===== src/rtl/block_mult.sv =====
// Sequential J x L by L x K half-precision block multiplier.
// One shared fmul/fadd pair performs one multiply-accumulate per cycle.
module block_mult_fmul (
    input  logic [15:0] a,
    input  logic [15:0] b,
    output logic [15:0] y
);
    logic              s;
    logic              a_zero, b_zero, a_inf, b_inf, a_nan, b_nan;
    logic [21:0]       p;
    logic [20:0]       pn;
    logic signed [7:0] ex;
    logic              rnd;
    logic [10:0]       mr;

    always_comb begin
        s      = a[15] ^ b[15];
        a_zero = (a[14:10] == 5'h00);
        b_zero = (b[14:10] == 5'h00);
        a_inf  = (a[14:10] == 5'h1f) && (a[9:0] == 10'h0);
        b_inf  = (b[14:10] == 5'h1f) && (b[9:0] == 10'h0);
        a_nan  = (a[14:10] == 5'h1f) && (a[9:0] != 10'h0);
        b_nan  = (b[14:10] == 5'h1f) && (b[9:0] != 10'h0);
        p  = 22'({1'b1, a[9:0]}) * 22'({1'b1, b[9:0]});
        ex = $signed({3'b0, a[14:10]}) + $signed({3'b0, b[14:10]}) - 8'sd15;
        if (p[21]) begin
            pn = p[20:0];
            ex = ex + 8'sd1;
        end else begin
            pn = {p[19:0], 1'b0};
        end
        // round to nearest, ties to even
        rnd = pn[10] & ((|pn[9:0]) | pn[11]);
        mr  = {1'b0, pn[20:11]} + 11'(rnd);
        if (mr[10])
            ex = ex + 8'sd1;
        y = {s, ex[4:0], mr[9:0]};
        if (a_nan || b_nan || (a_inf && b_zero) || (b_inf && a_zero))
            y = 16'h7e00;
        else if (a_inf || b_inf)
            y = {s, 5'h1f, 10'h0};
        else if (a_zero || b_zero)
            y = {s, 15'h0};
        else if (ex >= 8'sd31)
            y = {s, 5'h1f, 10'h0};
        else if (ex <= 8'sd0)
            y = {s, 15'h0};
    end
endmodule

module block_mult_fadd (
    input  logic [15:0] a,
    input  logic [15:0] b,
    output logic [15:0] y
);
    logic [15:0]       x, z;
    logic              a_zero, b_zero, a_inf, b_inf, a_nan, b_nan;
    logic [4:0]        d;
    logic [13:0]       mx, mz, mzs, mask, nrm;
    logic [14:0]       sum;
    logic signed [7:0] ex;
    logic [3:0]        lz;
    logic              rnd;
    logic [10:0]       mr;

    always_comb begin
        a_zero = (a[14:10] == 5'h00);
        b_zero = (b[14:10] == 5'h00);
        a_inf  = (a[14:10] == 5'h1f) && (a[9:0] == 10'h0);
        b_inf  = (b[14:10] == 5'h1f) && (b[9:0] == 10'h0);
        a_nan  = (a[14:10] == 5'h1f) && (a[9:0] != 10'h0);
        b_nan  = (b[14:10] == 5'h1f) && (b[9:0] != 10'h0);
        if (a[14:0] >= b[14:0]) begin
            x = a;
            z = b;
        end else begin
            x = b;
            z = a;
        end
        d    = x[14:10] - z[14:10];
        mx   = {1'b1, x[9:0], 3'b0};
        mz   = {1'b1, z[9:0], 3'b0};
        mask = ~(14'h3fff << d);
        // smaller operand aligned with a sticky bit in the lsb
        if (d >= 5'd14)
            mzs = 14'h0001;
        else
            mzs = (mz >> d) | {13'b0, |(mz & mask)};
        ex = $signed({3'b0, x[14:10]});
        if (x[15] == z[15])
            sum = {1'b0, mx} + {1'b0, mzs};
        else
            sum = {1'b0, mx} - {1'b0, mzs};
        lz = 4'd0;
        if (sum[14]) begin
            nrm = sum[14:1] | {13'b0, sum[0]};
            ex  = ex + 8'sd1;
        end else begin
            for (int i = 0; i < 14; i++)
                if (sum[i])
                    lz = 4'(13 - i);
            nrm = sum[13:0] << lz;
            ex  = ex - $signed({4'b0, lz});
        end
        rnd = nrm[2] & ((|nrm[1:0]) | nrm[3]);
        mr  = {1'b0, nrm[12:3]} + 11'(rnd);
        if (mr[10])
            ex = ex + 8'sd1;
        y = {x[15], ex[4:0], mr[9:0]};
        if (a_nan || b_nan || (a_inf && b_inf && (a[15] != b[15])))
            y = 16'h7e00;
        else if (a_inf)
            y = a;
        else if (b_inf)
            y = b;
        else if (a_zero && b_zero)
            y = {a[15] & b[15], 15'h0};
        else if (a_zero)
            y = b;
        else if (b_zero)
            y = a;
        else if (!nrm[13])
            y = 16'h0000;
        else if (ex >= 8'sd31)
            y = {x[15], 5'h1f, 10'h0};
        else if (ex <= 8'sd0)
            y = {x[15], 15'h0};
    end
endmodule

module block_mult #(
    parameter int DATA_W = 16,
    parameter int J      = 2,
    parameter int K      = 2,
    parameter int L      = 2
) (
    input  logic                            clk,
    input  logic                            rst,
    input  logic                            start,
    input  logic [J*L-1:0][DATA_W-1:0]      block_a,
    input  logic [L*K-1:0][DATA_W-1:0]      block_b,
    output logic [J*K-1:0][DATA_W-1:0]      multiplied_block,
    output logic                            busy,
    output logic                            block_mult_done
);
    localparam int EW = (J * K > 1) ? $clog2(J * K) : 1;
    localparam int LW = (L > 1) ? $clog2(L) : 1;
    localparam int AW = (J * L > 1) ? $clog2(J * L) : 1;
    localparam int BW = (L * K > 1) ? $clog2(L * K) : 1;

    typedef enum logic [1:0] {IDLE, LOAD, MAC, DONE} state_t;

    state_t                       state, state_nx;
    logic [J*L-1:0][DATA_W-1:0]   a_reg;
    logic [L*K-1:0][DATA_W-1:0]   b_reg;
    logic [DATA_W-1:0]            acc, prod, acc_nx, a_op, b_op;
    logic [EW-1:0]                e;
    logic [LW-1:0]                l;
    logic [AW-1:0]                ai;
    logic [BW-1:0]                bi;
    logic                         last_l, last_e;

    assign last_l = (l == LW'(L - 1));
    assign last_e = (e == EW'(J * K - 1));
    // i = e / K, j = e % K
    assign ai   = AW'((32'(e) / K) * L + 32'(l));
    assign bi   = BW'(32'(l) * K + 32'(e) % K);
    assign a_op = a_reg[ai];
    assign b_op = b_reg[bi];
    assign busy = (state == LOAD) || (state == MAC);

    block_mult_fmul u_fmul (.a(a_op), .b(b_op), .y(prod));
    block_mult_fadd u_fadd (.a(acc), .b(prod), .y(acc_nx));

    always_ff @(posedge clk or posedge rst) begin
        if (rst)
            state <= IDLE;
        else
            state <= state_nx;
    end

    always_comb begin
        state_nx = state;
        unique case (state)
            IDLE:    if (start) state_nx = LOAD;
            LOAD:    state_nx = MAC;
            MAC:     if (last_l && last_e) state_nx = DONE;
            DONE:    if (start) state_nx = LOAD;
            default: state_nx = IDLE;
        endcase
    end

    always_ff @(posedge clk or posedge rst) begin
        if (rst) begin
            a_reg            <= '0;
            b_reg            <= '0;
            acc              <= '0;
            e                <= '0;
            l                <= '0;
            multiplied_block <= '0;
            block_mult_done  <= 1'b0;
        end else begin
            unique case (state)
                LOAD: begin
                    a_reg           <= block_a;
                    b_reg           <= block_b;
                    acc             <= '0;
                    e               <= '0;
                    l               <= '0;
                    block_mult_done <= 1'b0;
                end
                MAC: begin
                    if (last_l) begin
                        multiplied_block[e] <= acc_nx;
                        acc                 <= '0;
                        l                   <= '0;
                        e                   <= e + EW'(1);
                        if (last_e)
                            block_mult_done <= 1'b1;
                    end else begin
                        acc <= acc_nx;
                        l   <= l + LW'(1);
                    end
                end
                default: ;
            endcase
        end
    end
endmodule

===== config.mk =====
export PLATFORM = sky130hd
export DESIGN_NAME = block_mult
export DESIGN_NICKNAME = d
export VERILOG_FILES = /design/src/rtl/block_mult.sv
export SDC_FILE = /design/constraint.sdc
export NUM_CORES = 1
export LEC_CHECK = 0
export CAP_MARGIN = 20
export CORE_MARGIN = 2
export CORE_UTILIZATION = 45
export DETAILED_ROUTE_END_ITERATION = 7
export HOLD_SLACK_MARGIN = 0.02
export PLACE_DENSITY = 0.7
export SETUP_SLACK_MARGIN = 0.02
export SYNTH_ARGS = -nofsm -noshare
export SYNTH_HDL_FRONTEND = slang
export SYNTH_HIERARCHICAL = 1
export SYNTH_SLANG_ARGS = --single-unit

===== constraint.sdc =====
create_clock -name clk -period 25.2 [get_ports clk]
set_input_delay 5.04 -clock clk [delete_from_list [all_inputs] [get_ports clk]]
set_output_delay 5.04 -clock clk [all_outputs]
set_load 0.02 [all_outputs]

Yosys cells after proc, flatten, opt, wreduce, memory -nomap -nowiden
Cells that the tools add are included.
Cells by class
  $add $sub $neg: 16
  multipliers: 1
  $lt $le $gt $ge: 10
  equality and inequality tests: 14
  shift-type cells: 3
  multiplexer cells: 58
  bitwise logic cells: 10
  reduce and logical (&&, ||, !) cells: 45
Operators by type and width (number)
  $mux W16: 14
  $mux W15: 7
  $bmux W16 S2: 2
  $bwmux W64: 1
  $mux W4: 15
  $logic_not A10 Y1: 4
  $reduce_bool A10 Y1: 4
  $demux W16 S2: 1
  $mux W8: 4
  $pmux W16 S2: 1
  $mux W14: 2
  $or A14 B1 Y14: 2
  $add A8 B2 Y8 const B: 3
  $add A10 B1 Y11: 2
  $mul A11 B11 Y22: 1
  $mux W21: 1
  $eq A5 B5 Y1 const B: 4
  $logic_not A5 Y1: 4
  $ge A8 B6 Y1 const B: 2
  $le A8 B1 Y1 const B: 2
  $add A14 B14 Y15: 1
  $ge A15 B15 Y1: 1
  $logic_and A1 B1 Y1: 15
  $sub A14 B14 Y15: 1
  other kinds (38): 63
Word-level totals
  bits in registers: 214
  output and inout bits: 66
  word-level logic and storage cells: 174

Longest topological paths before layout
  word-level depth: 61
  gate-level depth with buffers: 89
  gate-level depth less buffers: 75

By module
Netlist, hierarchy kept.
Modules (own cells, without submodules)
  block_mult: instances 1, cells an instance 526, area each 9033.7 sq um
  block_mult_fadd: instances 1, cells an instance 918, area each 6012.0 sq um
  block_mult_fmul: instances 1, cells an instance 757, area each 5876.9 sq um

Worst setup path after synthesis
Ideal clock, no wire load.
  path kind: reg-to-reg
  start point: register l
  end point: register multiplied_block[17] (netlist name)
  data arrival time: 18582 ps
  data required time: 25075 ps
  setup slack: 6493 ps
  stages on the path, launching flop included: 82
  buffers on the path: 18
  period minus slack after synthesis: 18707 ps
  cell sequence: dfrtp_1 -> buf_6 -> buf_6 -> mux4_2 -> clkbuf_1 -> inv_1 -> nor2_1 -> fa_1 -> fa_1 -> fa_1 -> fa_1 -> inv_1 -> fa_1 -> inv_1 -> ha_1 -> clkbuf_1 -> nand4_1 -> or4_4 -> (+46 left out) -> inv_4 -> buf_4 -> ha_1 -> inv_1 -> fa_1 -> a21o_1 -> a21oi_1 -> a21oi_1 -> xnor2_1 -> nand3b_1 -> or3_1 -> o31a_1 -> and3_1 -> clkbuf_1 -> buf_2 -> nand4_1 -> a21oi_1 -> mux2_4
Between the ends
  cells in the longest elaborated chain, start to end: 60
Ends and longest elaborated chain
  from (decl): line 158  | logic [LW-1:0] l;
  from (signal assigned): line 222  | l <= l + LW'(1);
  $add A2 B1 Y2 (*): line 167  | assign bi = BW'(32'(l) * K + 32'(e) % K);
  $bmux W16 S2 (*): line 169  | assign b_op = b_reg[bi];
  $mux W16 (implied by the code) (*): line 169
  named net b_op[7]: line 156  | logic [DATA_W-1:0] acc, prod, acc_nx, a_op, b_op;
  $mul A11 B11 Y22: line 24  | p = 22'({1'b1, a[9:0]}) * 22'({1'b1, b[9:0]});
  $mux W21: line 26  | if (p[21]) begin
  $reduce_or A10 Y1: line 33  | rnd = pn[10] & ((|pn[9:0]) | pn[11]);
  $or A1 B1 Y1: line 33
  (+9 left out)
  named net prod[4]: line 156
  (+37 left out)
  $mux W16: line 120  | else if (b_zero)
  $mux W16: line 118  | else if (a_zero)
  $mux W16: line 116  | else if (a_zero && b_zero)
  $mux W16: line 114  | else if (b_inf)
  $mux W16: line 112  | else if (a_inf)
  $mux W16 (*): line 110  | if (a_nan || b_nan || (a_inf && b_inf && (a[15] != b[15])))
  named net acc_nx[1]: line 156
  $bwmux W64 (*): line 214  | multiplied_block[e] <= acc_nx;
  to (signal, indexed assignment): line 214
  to (decl): line 142  | output logic [J*K-1:0][DATA_W-1:0] multiplied_block,
Mark *: on every way through the listed nets, which the timed path passes. The rest lies on a longest branch. The select of a mux whose other input is x is not followed.
A chain may end at the register's enable or synchronous reset.

Final worst setup path
  start point: register l
  end point: register multiplied_block[44] (netlist name)
Between the ends
  cells in the longest elaborated chain, start to end: 60
Ends and longest elaborated chain
  $add A2 B1 Y2 (*): line 166  | assign ai = AW'((32'(e) / K) * L + 32'(l));
  $bmux W16 S2 (*): line 168  | assign a_op = a_reg[ai];
  $mux W16 (implied by the code) (*): line 168
  named net a_op[1]: line 156
  $mul A11 B11 Y22: line 24
  $mux W21: line 26
  $reduce_or A10 Y1: line 33
  $or A1 B1 Y1: line 33
  (+9 left out)
  named net prod[4]: line 156
  (+37 left out)
  $mux W16: line 120
  $mux W16: line 118
  $mux W16: line 116
  $mux W16: line 114
  $mux W16: line 112
  $mux W16 (*): line 110
  named net acc_nx[12]: line 156
  $bwmux W64 (*): line 214
Marks and branches as above.

==> summary.txt <==
Timing
  • Period utilisation layout: between 80% and 90%
  • Setup slack after layout: 3.04 ns
  • Worst clock skew: 0.0295 ns
  • Post-route setup TNS: 0 ns
  • Max Freq: 0.0451 GHz
  • Slew Limit Fails: 0
  • Max transition margin: 28.7%
  • Final Critical Period: 22.16 ns
  • Fin. Hold Viols: 0
  • Unrepaired setup endpoints after global routing: false
  • Slew of the pin with the lowest slew margin: around 1.1 ns
  • Setup violations, final: 0

CTS
  • CTS sink cnt: 214
  • Post-CTS setup repair buffer count: 0
  • Clock transition time at the flip-flop clock pins of the worst setup and hold paths: 0.06 ns
  • CTS root buffer: clkbuf_16
  • Max Buffers Root-to-Sink: 3
  • CTS Hold Bufs: 0
  • Post_cts resized: 0
  • Inserted Clock Buffers: 23
  • CTS tree: yes
  • Worst skew pair latency: 0.53 ns
  • Max H-tree Level: 1

Route
  • DRT antenna net count: 0
  • Drt wl/cell: 20.8 µm
  • Total wire length: 61.2 mm
  • Pre-antenna DRT Iters: 5
  • First-iteration detailed-routing DRC count: ~1600
  • DRC Markers: 0
  • Routed vias/inst: 6.09
  • Via Count: 17900

Floorplan
  • Die height: 220 µm
  • Core area: about 46000 µm²
  • Row Count: 79
  • Die Area: 48200 µm²
  • I/O pin count: 197
  • Initial Util: around 45%
  • Die X: around 220 µm

Worst setup path
  • Crit Path Category: reg2reg
  • CP max-delay cell: a2111oi_0
  • CP most frequent cell: inv_1
  • FF-to-FF setup slack: 3.04 ns
  • Slowest stage delay, CP: 0.82 ns
  • Worst setup SP type: register
  • Setup crit start: l
  • Crit path max fanout: 40
  • Reg-to-Reg Start: l
  • CP arrival: approximately 23 ns
  • Crit path required time: 25.65 ns
  • Worst setup EP type: register

Finish
  • Fillcell total: 4142
  • Layout cell share with drive strength beyond 1: ~15%
  • Antenna Cells: 0
  • Nets: 2658
  • Area grow syn2layout: 14.7%
  • Post-layout util: about half
  • Final Non-Filler Cells: 2942

Logic synthesis
  • Mapped Area: 20900 µm²
  • Synth area leaders: dfrtp_1, mux2_2, fa_1
  • Seq/Total Area, Yosys: approximately a quarter
  • Primary FF master, synth: dfrtp_1
  • Syn_nets: 2540
  • Mapped Avg Cell Area: around 9.5 µm²
  • Ys async rst share: between 90% and 100%
  • Yosys Warn Count: 6
  • Synth area leader: dfrtp_1
  • Count of cell types in the netlist: roughly 120
  • Mapped Cells: roughly 2200
  • Most frequent cells after synthesis: dfrtp_1, inv_1, nand2_1, mux2_2, ha_1
  • Number of synthesized flops with an enable pin: 0
  • FF+latch count, synth: 214
  • Cell with the most instances after synthesis: dfrtp_1
  • Yosys top cell area share: roughly 26%

Place
  • Gpl congestion: ~0.99
  • Setup WS pre-CTS: 3.49 ns
  • Inst Count DP: 2900
  • HPWL after detailed placement: 47.6 mm
  • PortBufs: around 200

Job
  • Max_cap viols: 0

Global routing
  • Total grt overflow: 0
  • Largest net degree at the start of global routing: slightly above 90
  • Vias in the first global route: 18000
  • Initial antenna violation count: 0
  • First-pass GRT wire length: 98.3 mm
  • Gr usage total: 25.4%

Worst hold path
  • HP Start: a_reg[40]
  • Hold Crit Class: reg2reg

Outcome
  • Status: complete, no violations
[worst max-delay path: cells and delay by family (launching register included)]
family	cells	cell delay (ns)
mux	2	0.98
compound gates	23	7.14
xor+xnor	2	0.46
flops	1	0.34
simple gates	20	6.49
fa+ha+maj	11	4.66
buf+inv	10	1.91
[per-layer routing]
layer,track usage (%),part of all wire [%]
met1,35.8,45
met2,41.6,47
met3,2.83,5.9
met4,6.62,2.4
met5,0,0
[kinds of logic (layout without fill, tap and decap cells)]
family	after synthesis	in the layout	share of synthesized area [%]
fa+ha+maj	208	208	15.4
flops	214	214	25.6
xor+xnor	55	55	2.37
simple gates	634	634	15.6
buf+inv	312	446	6.34
mux	280	280	17.6
compound gates	498	498	17.0
[cell usage in the layout, fill, tap and decap left out, types with 19 or more instances in the layout]
cell type        count
a211oi_1            23
a21o_1              22
a21oi_1            108
a22o_1              19
a31oi_1             21
and2_1              54
and3_1              22
clkbuf_16           23
clkdlybuf4s50_1    196
dfrtp_1            213
fa_1                83
ha_1               124
inv_1              191
mux2_2             159
mux2_4              41
mux2i_1             42
mux4_2              38
nand2_1            168
nand2b_1            19
nand3_1             54
nand4_1             27
nor2_1             124
nor3_1              52
nor4_1              20
o211ai_1            24
o21ai_0             96
or3_1               20
xnor2_1             31
xor2_1              23
[stage by stage]
step	instance area (µm²)	hold slack, ns
floorplan	20900	0.475
global placement	23200	0.485
detailed placement	23200	0.492
CTS	24000	0.506
global route	24000	0.514
finish	24000	0.502
[cell type report]
class,count,area (µm²),area share [%]
multi-input combinational,1675,14300,59.4
sequential,214,5360,22.3
timing repair buffer,210,2090,8.70
tap,607,759,3.16
inverter,195,742,3.09
clock buffer,30,652,2.72
clock inverter,11,146,0.610
[path summary, 6_finish.rpt]
kind                       depth (start not counted)              endpoint
max                                               68  multiplied_block[44]
min                                                1             a_reg[40]
max reg2reg                                       68  multiplied_block[44]
min reg2reg                                        1             a_reg[40]
max in group asynchronous                          4             b_reg[52]
min in group asynchronous                          2   multiplied_block[7]
Power is not shown: default switching activity piles up to over one toggle a cycle in this logic, so the estimate is an artifact.
